`src/rtl/dcache_arbiter_if.sv`:
```
// Request/response bundle between the two cache requesters, the arbiter and the data cache.
// The slave modport is the arbiter's view; master is the requester/cache environment.
interface dcache_arbiter_if #(
  parameter int ADDR_W = 5,
  parameter int DATA_W = 32
);
  logic              cpu_req;
  logic              cpu_we;
  logic [ADDR_W-1:0] cpu_addr;
  logic [DATA_W-1:0] cpu_wdata;
  logic              cpu_gnt;
  logic              cpu_stall;
  logic              cpu_rvalid;
  logic [DATA_W-1:0] cpu_rdata;

  logic              dma_req;
  logic              dma_we;
  logic              dma_lock;
  logic [ADDR_W-1:0] dma_addr;
  logic [DATA_W-1:0] dma_wdata;
  logic              dma_gnt;
  logic              dma_rvalid;
  logic [DATA_W-1:0] dma_rdata;

  logic [ADDR_W-1:0] dc_addr;
  logic              dc_we;
  logic              dc_re;
  logic [DATA_W-1:0] dc_wdata;
  logic [DATA_W-1:0] dc_rdata;

  modport slave (
    input  cpu_req, cpu_we, cpu_addr, cpu_wdata,
    input  dma_req, dma_we, dma_lock, dma_addr, dma_wdata,
    input  dc_rdata,
    output cpu_gnt, cpu_stall, cpu_rvalid, cpu_rdata,
    output dma_gnt, dma_rvalid, dma_rdata,
    output dc_addr, dc_we, dc_re, dc_wdata
  );

  modport master (
    output cpu_req, cpu_we, cpu_addr, cpu_wdata,
    output dma_req, dma_we, dma_lock, dma_addr, dma_wdata,
    output dc_rdata,
    input  cpu_gnt, cpu_stall, cpu_rvalid, cpu_rdata,
    input  dma_gnt, dma_rvalid, dma_rdata,
    input  dc_addr, dc_we, dc_re, dc_wdata
  );
endinterface

```
`src/rtl/dcache_arbiter.sv`:
```
// Single-port data cache arbiter: round-robin between CPU and DMA, with a bounded
// DMA lock burst, one access per cycle and registered read data with a valid pulse.
module dcache_arbiter #(
  parameter int ADDR_W    = 5,
  parameter int DATA_W    = 32,
  parameter int MAX_BURST = 4
) (
  input  logic           clk,
  input  logic           rst_n,
  dcache_arbiter_if.slave bus
);
  localparam int CNT_W = $clog2(MAX_BURST + 1);

  typedef enum logic {
    ARB,
    BURST
  } state_t;

  state_t            state, state_nxt;
  logic [CNT_W-1:0]  burst_cnt, cnt_nxt;
  logic              last_dma;
  logic              gnt_cpu, gnt_dma;
  logic              rr_cpu, rr_dma;
  logic              hold;
  logic              cpu_rvalid, dma_rvalid;
  logic [DATA_W-1:0] cpu_rdata, dma_rdata;

  always_comb begin
    state_nxt = state;
    cnt_nxt   = burst_cnt;
    gnt_cpu   = 1'b0;
    gnt_dma   = 1'b0;
    rr_cpu    = bus.cpu_req & (~bus.dma_req | last_dma);
    rr_dma    = bus.dma_req & ~rr_cpu;
    hold      = (state == BURST) & bus.dma_req & bus.dma_lock &
                (burst_cnt < CNT_W'(MAX_BURST));
    if (hold) begin
      gnt_dma = 1'b1;
      cnt_nxt = burst_cnt + CNT_W'(1);
    end else begin
      // A failed burst continuation falls back to round robin in the same cycle.
      gnt_cpu = rr_cpu;
      gnt_dma = rr_dma;
      if ((state == ARB) && rr_dma && bus.dma_lock && (MAX_BURST > 1)) begin
        state_nxt = BURST;
        cnt_nxt   = CNT_W'(1);
      end else begin
        state_nxt = ARB;
        cnt_nxt   = '0;
      end
    end
  end

  always_ff @(posedge clk or negedge rst_n) begin
    if (!rst_n) begin
      state      <= ARB;
      burst_cnt  <= '0;
      last_dma   <= 1'b1;
      cpu_rvalid <= 1'b0;
      dma_rvalid <= 1'b0;
      cpu_rdata  <= '0;
      dma_rdata  <= '0;
    end else begin
      state      <= state_nxt;
      burst_cnt  <= cnt_nxt;
      if (gnt_cpu | gnt_dma)
        last_dma <= gnt_dma;
      cpu_rvalid <= gnt_cpu & ~bus.cpu_we;
      dma_rvalid <= gnt_dma & ~bus.dma_we;
      if (gnt_cpu & ~bus.cpu_we)
        cpu_rdata <= bus.dc_rdata;
      if (gnt_dma & ~bus.dma_we)
        dma_rdata <= bus.dc_rdata;
    end
  end

  assign bus.cpu_gnt    = gnt_cpu;
  assign bus.dma_gnt    = gnt_dma;
  assign bus.cpu_stall  = bus.cpu_req & ~gnt_cpu;
  assign bus.cpu_rvalid = cpu_rvalid;
  assign bus.dma_rvalid = dma_rvalid;
  assign bus.cpu_rdata  = cpu_rdata;
  assign bus.dma_rdata  = dma_rdata;

  assign bus.dc_we    = (gnt_cpu & bus.cpu_we) | (gnt_dma & bus.dma_we);
  assign bus.dc_re    = (gnt_cpu & ~bus.cpu_we) | (gnt_dma & ~bus.dma_we);
  assign bus.dc_addr  = gnt_cpu ? bus.cpu_addr  : (gnt_dma ? bus.dma_addr  : '0);
  assign bus.dc_wdata = gnt_cpu ? bus.cpu_wdata : (gnt_dma ? bus.dma_wdata : '0);
endmodule

```
`src/flat_wrapper.sv`:
```
// flat-port wrapper written by rule: the top's interface ports become plain ports
module dcache_arbiter_flat 
#(
  parameter int ADDR_W    = 5,
  parameter int DATA_W    = 32,
  parameter int MAX_BURST = 4
)
  (clk, rst_n, bus_cpu_req, bus_cpu_we, bus_cpu_addr, bus_cpu_wdata, bus_dma_req, bus_dma_we, bus_dma_lock, bus_dma_addr, bus_dma_wdata, bus_dc_rdata, bus_cpu_gnt, bus_cpu_stall, bus_cpu_rvalid, bus_cpu_rdata, bus_dma_gnt, bus_dma_rvalid, bus_dma_rdata, bus_dc_addr, bus_dc_we, bus_dc_re, bus_dc_wdata);
  dcache_arbiter_if #(.ADDR_W(ADDR_W), .DATA_W(DATA_W)) bus_i ();
  input  logic clk;
  input  logic rst_n;
  input wire logic [$bits(bus_i.cpu_req)-1:0] bus_cpu_req;
  input wire logic [$bits(bus_i.cpu_we)-1:0] bus_cpu_we;
  input wire logic [$bits(bus_i.cpu_addr)-1:0] bus_cpu_addr;
  input wire logic [$bits(bus_i.cpu_wdata)-1:0] bus_cpu_wdata;
  input wire logic [$bits(bus_i.dma_req)-1:0] bus_dma_req;
  input wire logic [$bits(bus_i.dma_we)-1:0] bus_dma_we;
  input wire logic [$bits(bus_i.dma_lock)-1:0] bus_dma_lock;
  input wire logic [$bits(bus_i.dma_addr)-1:0] bus_dma_addr;
  input wire logic [$bits(bus_i.dma_wdata)-1:0] bus_dma_wdata;
  input wire logic [$bits(bus_i.dc_rdata)-1:0] bus_dc_rdata;
  output wire logic [$bits(bus_i.cpu_gnt)-1:0] bus_cpu_gnt;
  output wire logic [$bits(bus_i.cpu_stall)-1:0] bus_cpu_stall;
  output wire logic [$bits(bus_i.cpu_rvalid)-1:0] bus_cpu_rvalid;
  output wire logic [$bits(bus_i.cpu_rdata)-1:0] bus_cpu_rdata;
  output wire logic [$bits(bus_i.dma_gnt)-1:0] bus_dma_gnt;
  output wire logic [$bits(bus_i.dma_rvalid)-1:0] bus_dma_rvalid;
  output wire logic [$bits(bus_i.dma_rdata)-1:0] bus_dma_rdata;
  output wire logic [$bits(bus_i.dc_addr)-1:0] bus_dc_addr;
  output wire logic [$bits(bus_i.dc_we)-1:0] bus_dc_we;
  output wire logic [$bits(bus_i.dc_re)-1:0] bus_dc_re;
  output wire logic [$bits(bus_i.dc_wdata)-1:0] bus_dc_wdata;
  assign bus_i.cpu_req = bus_cpu_req;
  assign bus_i.cpu_we = bus_cpu_we;
  assign bus_i.cpu_addr = bus_cpu_addr;
  assign bus_i.cpu_wdata = bus_cpu_wdata;
  assign bus_i.dma_req = bus_dma_req;
  assign bus_i.dma_we = bus_dma_we;
  assign bus_i.dma_lock = bus_dma_lock;
  assign bus_i.dma_addr = bus_dma_addr;
  assign bus_i.dma_wdata = bus_dma_wdata;
  assign bus_i.dc_rdata = bus_dc_rdata;
  assign bus_cpu_gnt = bus_i.cpu_gnt;
  assign bus_cpu_stall = bus_i.cpu_stall;
  assign bus_cpu_rvalid = bus_i.cpu_rvalid;
  assign bus_cpu_rdata = bus_i.cpu_rdata;
  assign bus_dma_gnt = bus_i.dma_gnt;
  assign bus_dma_rvalid = bus_i.dma_rvalid;
  assign bus_dma_rdata = bus_i.dma_rdata;
  assign bus_dc_addr = bus_i.dc_addr;
  assign bus_dc_we = bus_i.dc_we;
  assign bus_dc_re = bus_i.dc_re;
  assign bus_dc_wdata = bus_i.dc_wdata;
  dcache_arbiter #(.ADDR_W(ADDR_W), .DATA_W(DATA_W), .MAX_BURST(MAX_BURST)) u_core (.clk(clk), .rst_n(rst_n), .bus(bus_i));
endmodule
```
`config.mk`:
```
export PLATFORM = sky130hd
export DESIGN_NAME = dcache_arbiter_flat
export DESIGN_NICKNAME = d
export VERILOG_FILES = /design/src/rtl/dcache_arbiter_if.sv /design/src/rtl/dcache_arbiter.sv /design/src/flat_wrapper.sv
export SDC_FILE = /design/constraint.sdc
export NUM_CORES = 1
export LEC_CHECK = 0
export ABC_AREA = 0
export ABC_CLOCK_PERIOD_IN_PS = 2640
export CORE_ASPECT_RATIO = 0.9
export CORE_MARGIN = 3
export CORE_UTILIZATION = 38
export DETAILED_ROUTE_END_ITERATION = 16
export PLACE_DENSITY = 0.87
export SLEW_MARGIN = 5
export SYNTH_ARGS = -nofsm -noshare
export SYNTH_HDL_FRONTEND = slang
export SYNTH_SLANG_ARGS = --single-unit
```
`constraint.sdc`:
```
create_clock -name clk -period 2.64 [get_ports clk]
set_input_delay 0.528 -clock clk [delete_from_list [all_inputs] [get_ports clk]]
set_output_delay 0.528 -clock clk [all_outputs]
set_load 0.01 [all_outputs]
```
* After elaboration in Yosys (flattened, before gate mapping)
Index checks and enable logic that the tools add are counted.
** Word-level totals
- Register bits after elaboration :: 71
- Output and inout port bits :: 108
- Logic and storage cells :: 40
** Operators by class
- Add/sub/neg operators :: 1
- $lt $le $gt $ge :: 1
- Muxes and demuxes :: 9
- Bitwise logic cells :: 20
- Reduce and logical (&&, ||, !) cells :: 2
** Operators with widths (number)
- 32-bit 2-to-1 mux :: 2
- 1-bit bitwise AND :: 10
- 5-bit 2-to-1 mux :: 2
- 1-bit inverter :: 6
- 1-bit 2-to-1 mux :: 4
- 1-bit OR :: 4
- 3-bit by 1-bit adder with 3-bit output, second input constant :: 1
- 3-bit less-than comparator, second input constant :: 1
- 3-bit 2-to-1 mux :: 1
- 1-bit logical AND :: 2

* Logic depth before layout (Yosys ltp)
- Depth after elaboration :: 9
- Mapped depth :: 6
- Depth with buffers taken out :: 3

* Least setup slack after synthesis
Ideal clock, no wire load.
- Kind :: input to output
- Start :: in bus_dma_lock
- End :: out bus_dc_addr[2]
- Arrival time :: 1.592 ns
- Data required time :: 2.112 ns
- Path slack :: 0.520 ns
- Cell stages on the path :: 4
- Cells stage by stage :: and4b_1 a211oi_1 clkbuf_1 a22o_1
** On the way
- Longest elaborated chain between the ends :: 5
- Elaborated cells on any way between the ends :: 6
** Ends and longest elaborated chain
- start, declared :: line flat_wrapper.sv:18 : input wire logic [$bits(bus_i.dma_lock)-1:0] bus_dma_lock;
- 1-bit bitwise AND * (2 in series) :: line dcache_arbiter.sv:35 : hold = (state == BURST) & bus.dma_req & bus.dma_lock &
- 1-bit 2-to-1 mux :: line dcache_arbiter.sv:37 : if (hold) begin
- 5-bit 2-to-1 mux :: line dcache_arbiter.sv:87 : assign bus.dc_addr = gnt_cpu ? bus.cpu_addr : (gnt_dma ? bus.dma_addr : '0);
- 5-bit 2-to-1 mux * :: line dcache_arbiter.sv:87
- end, declared :: line flat_wrapper.sv:29 : output wire logic [$bits(bus_i.dc_addr)-1:0] bus_dc_addr;
Every way passes the cells marked *; elsewhere a longest branch is shown, timed or not.

* Final worst setup path
- Start :: in bus_dma_req
- End :: out bus_dc_addr[2]
** On the way
- Longest elaborated chain between the ends :: 8
- Elaborated cells on any way between the ends :: 12
** Ends and longest elaborated chain
- start, declared :: line flat_wrapper.sv:16 : input wire logic [$bits(bus_i.dma_req)-1:0] bus_dma_req;
- 1-bit inverter :: line dcache_arbiter.sv:33 : rr_cpu = bus.cpu_req & (~bus.dma_req | last_dma);
- 1-bit OR :: line dcache_arbiter.sv:33
- 1-bit bitwise AND :: line dcache_arbiter.sv:33
- 1-bit inverter :: line dcache_arbiter.sv:34 : rr_dma = bus.dma_req & ~rr_cpu;
- 1-bit bitwise AND :: line dcache_arbiter.sv:34
- 1-bit 2-to-1 mux :: line dcache_arbiter.sv:37
- 5-bit 2-to-1 mux :: line dcache_arbiter.sv:87
- 5-bit 2-to-1 mux * :: line dcache_arbiter.sv:87
Marks and branches as above.

==> impl_metrics.py <==
metrics = {
    "global_route": {
        "grt_pass1_wl_mm": 17.4,
        "grt_pass1_vias": 2998,
        "gr-usage-all-layers_pct": 24.9,
        "grt_max_degree": 46,
        "antenna_found_initial": 1,
        "overflow": 0,
    },
    "yosys": {
        "seq_area_frac_synth_pct": 57.3,
        "yosys.area.top_type_share_pct": 56.5,
        "synth_nets": 328,
        "ys.flop_type": "dfrtp_1",
        "synth.most_common_cell": "dfrtp_1",
        "yosysWarningCount": 0,
        "ys_types": 24,
        "synth_area_mm2": 0.00310,
        "syn_area_per_cell_um2": 14.5,
        "synth_cells": 214,
        "synthTopCellsByArea": "dfrtp_1 (56%), mux2_2 (21%), a22o_1 (11%)",
        "synthArstFlopShare_pct": 100,
        "synth_area_leader_cell": "dfrtp_1",
        "synthTopCellsByCount": "dfrtp_1 (70), mux2_2 (58), a22o_1 (38)",
        "synth_seq_cells": 71,
        "synth_edf_count": 0,
    },
    "sta": {
        "final_max_slew_viol_count": 0,
        "skew_ps": 11.4,
        "hold_violations": 0,
        "max_slew_margin_pct": 58.1,
        "finalSetupTns_ps": 0,
        "fin_hold_ws_ps": 197,
        "fmax_mhz": 384,
        "setup_violations": 0,
        "period_minus_slack_ps": 2600,
        "worst_slew_pin_slew_ps": 628,
        "fin_crit_sh_pct": 98.6,
        "rsz0062_at_grt": "false",
    },
    "detailed_routing": {
        "vias": 2829,
        "wirelength_mm": 11.8,
        "drtIter0Drc": 55,
        "ant_nets": 0,
        "post_drt_wl_per_cell_um": 21.4,
        "drtPass1Iterations": 4,
        "viasPerCell": 5.13,
        "drc": 0,
    },
    "clock_tree": {
        "root_buffer": "clkbuf_8",
        "tritoncts": "done",
        "path_clk_slew_ps": 90,
        "clockBufferDepth": 2,
        "ctsHtreeMaxLevel": 3,
        "cts_sinks": 71,
        "clk_latency_ps": 340,
        "numCtsBuffers": 9,
        "cts_hold_buffers": 0,
    },
    "final_layout": {
        "area_growth_pct": 81.5,
        "drive_gt1_share_pct": 27.0,
        "final_cell_area_mm2": 0.00563,
        "instances_no_fill": 552,
        "finalNetCount": 564,
    },
    "place": {
        "dp_hpwl_mm": 9.33,
        "globalplace.congestion": 0.879,
        "dpl_cell_area_mm2": 0.00548,
        "place_inst": 529,
        "io_buffers": 220,
    },
    "worst_setup_path": {
        "r2r_slack_ps": 660,
        "r2r-start": "u_core.state",
        "crit_path_max_fanout": 13,
        "path_cells": "dlygate4sd2_1, and4b_2, a211oi_4, buf_12, buf_4, buf_12, a22o_1, clkdlybuf4s15_1",
        "arrival_ps": 2070,
        "cp_data_required_time_ps": 2110,
        "criticalPathCategory": "in2out",
        "max_stage_delay_ps": 270,
        "slowest_stage": "and4b_2",
        "crit_top_cell": "buf_12",
        "rr_endpoint": "u_core.bus.cpu_rdata[31]",
        "crit_buf_inv": 5,
        "crit_family": "buffers and inverters",
        "reg2reg_depth": 5,
        "crit_path_end_kind": "output pin",
        "startpoint_type": "input pin",
    },
    "power": {
        "max-vdd-ir-drop_v": 0.000407,
        "fin_total_pwr_w": 0.00357,
        "powerDensity_mw_per_mm2": 634,
        "p_leak_nw": 2.49,
    },
    "floorplanning": {
        "core_mm2": 0.00773,
        "dieArea_mm2": 0.00929,
        "rows": 30,
        "fp.dieW_um": 101,
        "pin_count": 221,
        "initial_core_util_pct": 40.1,
        "die_h_um": 91.7,
    },
    "worst_hold_path": {
        "hold_path.class": "in2async",
    },
    "outcome": {
        "status": "finished clean",
    },
    "flow_run": {
        "cap_violations": 0,
    },
}
[layer usage]
| metal | share of wire, % | vias up | GRT usage, % |
|---|---|---|---|
| met5 | 0 | - | 0 |
| met4 | 1.5 | 0 | 6.42 |
| met3 | 11 | 16 | 9.58 |
| met2 | 52 | 143 | 44.8 |
| met1 | 35 | 1400 | 27.1 |
| li1 | - | 1270 | - |
[registers in the layout, summed over array words and instances (netlist names)]
| register | cells |
|---|---|
| u_core.bus.cpu_rdata | 32 |
| u_core.bus.dma_rdata | 32 |
| u_core.burst_cnt | 3 |
| u_core.bus.cpu_rvalid | 1 |
| u_core.bus.dma_rvalid | 1 |
| u_core.last_dma | 1 |
| u_core.state | 1 |
[cell type report]
cell class | count | area (um2)
clock inverters | 6 | 45.0
multi-input cells | 125 | 1240
well taps | 96 | 120
flip-flops and latches | 71 | 1780
fillers | 570 | 2100
inverters | 3 | 11.3
repair buffers | 240 | 2300
clock buffers | 10 | 138
diodes | 1 | 2.50
[cell families (layout without fill, tap and decap cells)]
logic type / count (synthesis) / count (layout) / synth area share [%]
DFF: 71 / 71 / 57.3
muxes: 64 / 64 / 23.2
AOI/OAI and AO/OA: 47 / 47 / 13.3
buffers and inverters: 18 / 259 / 3.39
and+or+nand+nor: 13 / 13 / 2.42
adders and majority gates: 1 / 1 / 0.403
other: 0 / 1 / 0
[what timing repair did]
item / CTS / global route
endpoints found under the setup margin: 42 / 21
pin swaps: 2 / 1
buffers inserted: 4 / 0
cloned: 2 / 0
gates resized for setup: 74 / 22
[cell usage in the layout, fill, tap and decap left out, drive strengths merged, types with 2 or more instances in the layout]
cell,n
clkdlybuf4s50,175
dfrtp,70
mux2,64
a22o,38
clkbuf,28
buf,23
dlygate4sd2,22
nor2,4
inv,4
o21ai,3
clkinv,3
nand2,2
and2,2
a21oi,2
clkinvlp,2
a211oi,2
[through the flow]
step | worst slack (ps) | util, %
detailed placement | -403 | 70.8
floorplan | 520 | -
global placement | -343 | 70.8
finish | 37.1 | 72.8
CTS | 4.53 | 74.0
global route | 8.99 | 72.8
[where the power goes]
group          leakage (nW)  switching, W  internal [W]  total, W
combinational          1.55      0.000512      0.000835   0.00135
clock                0.0902      0.000424      0.000371  0.000796
sequential            0.842      0.000117       0.00131   0.00143
[how the worst max path moves through the flow]
stage | slack, ps | to | from | cells after the start
detailed placement | -400 | bus_dc_wdata[6] | bus_dma_req | 6
global route | 9 | bus_dc_addr[2] | bus_dma_req | 8
floorplan | 520 | bus_dc_addr[2] | bus_dma_lock | 4
CTS | 5 | bus_cpu_gnt | u_core.last_dma | 5
global placement | -340 | bus_dc_wdata[23] | bus_dma_lock | 6
finish | 40 | bus_dc_addr[2] | bus_dma_req | 8
Power figures use the tool's default switching activity.
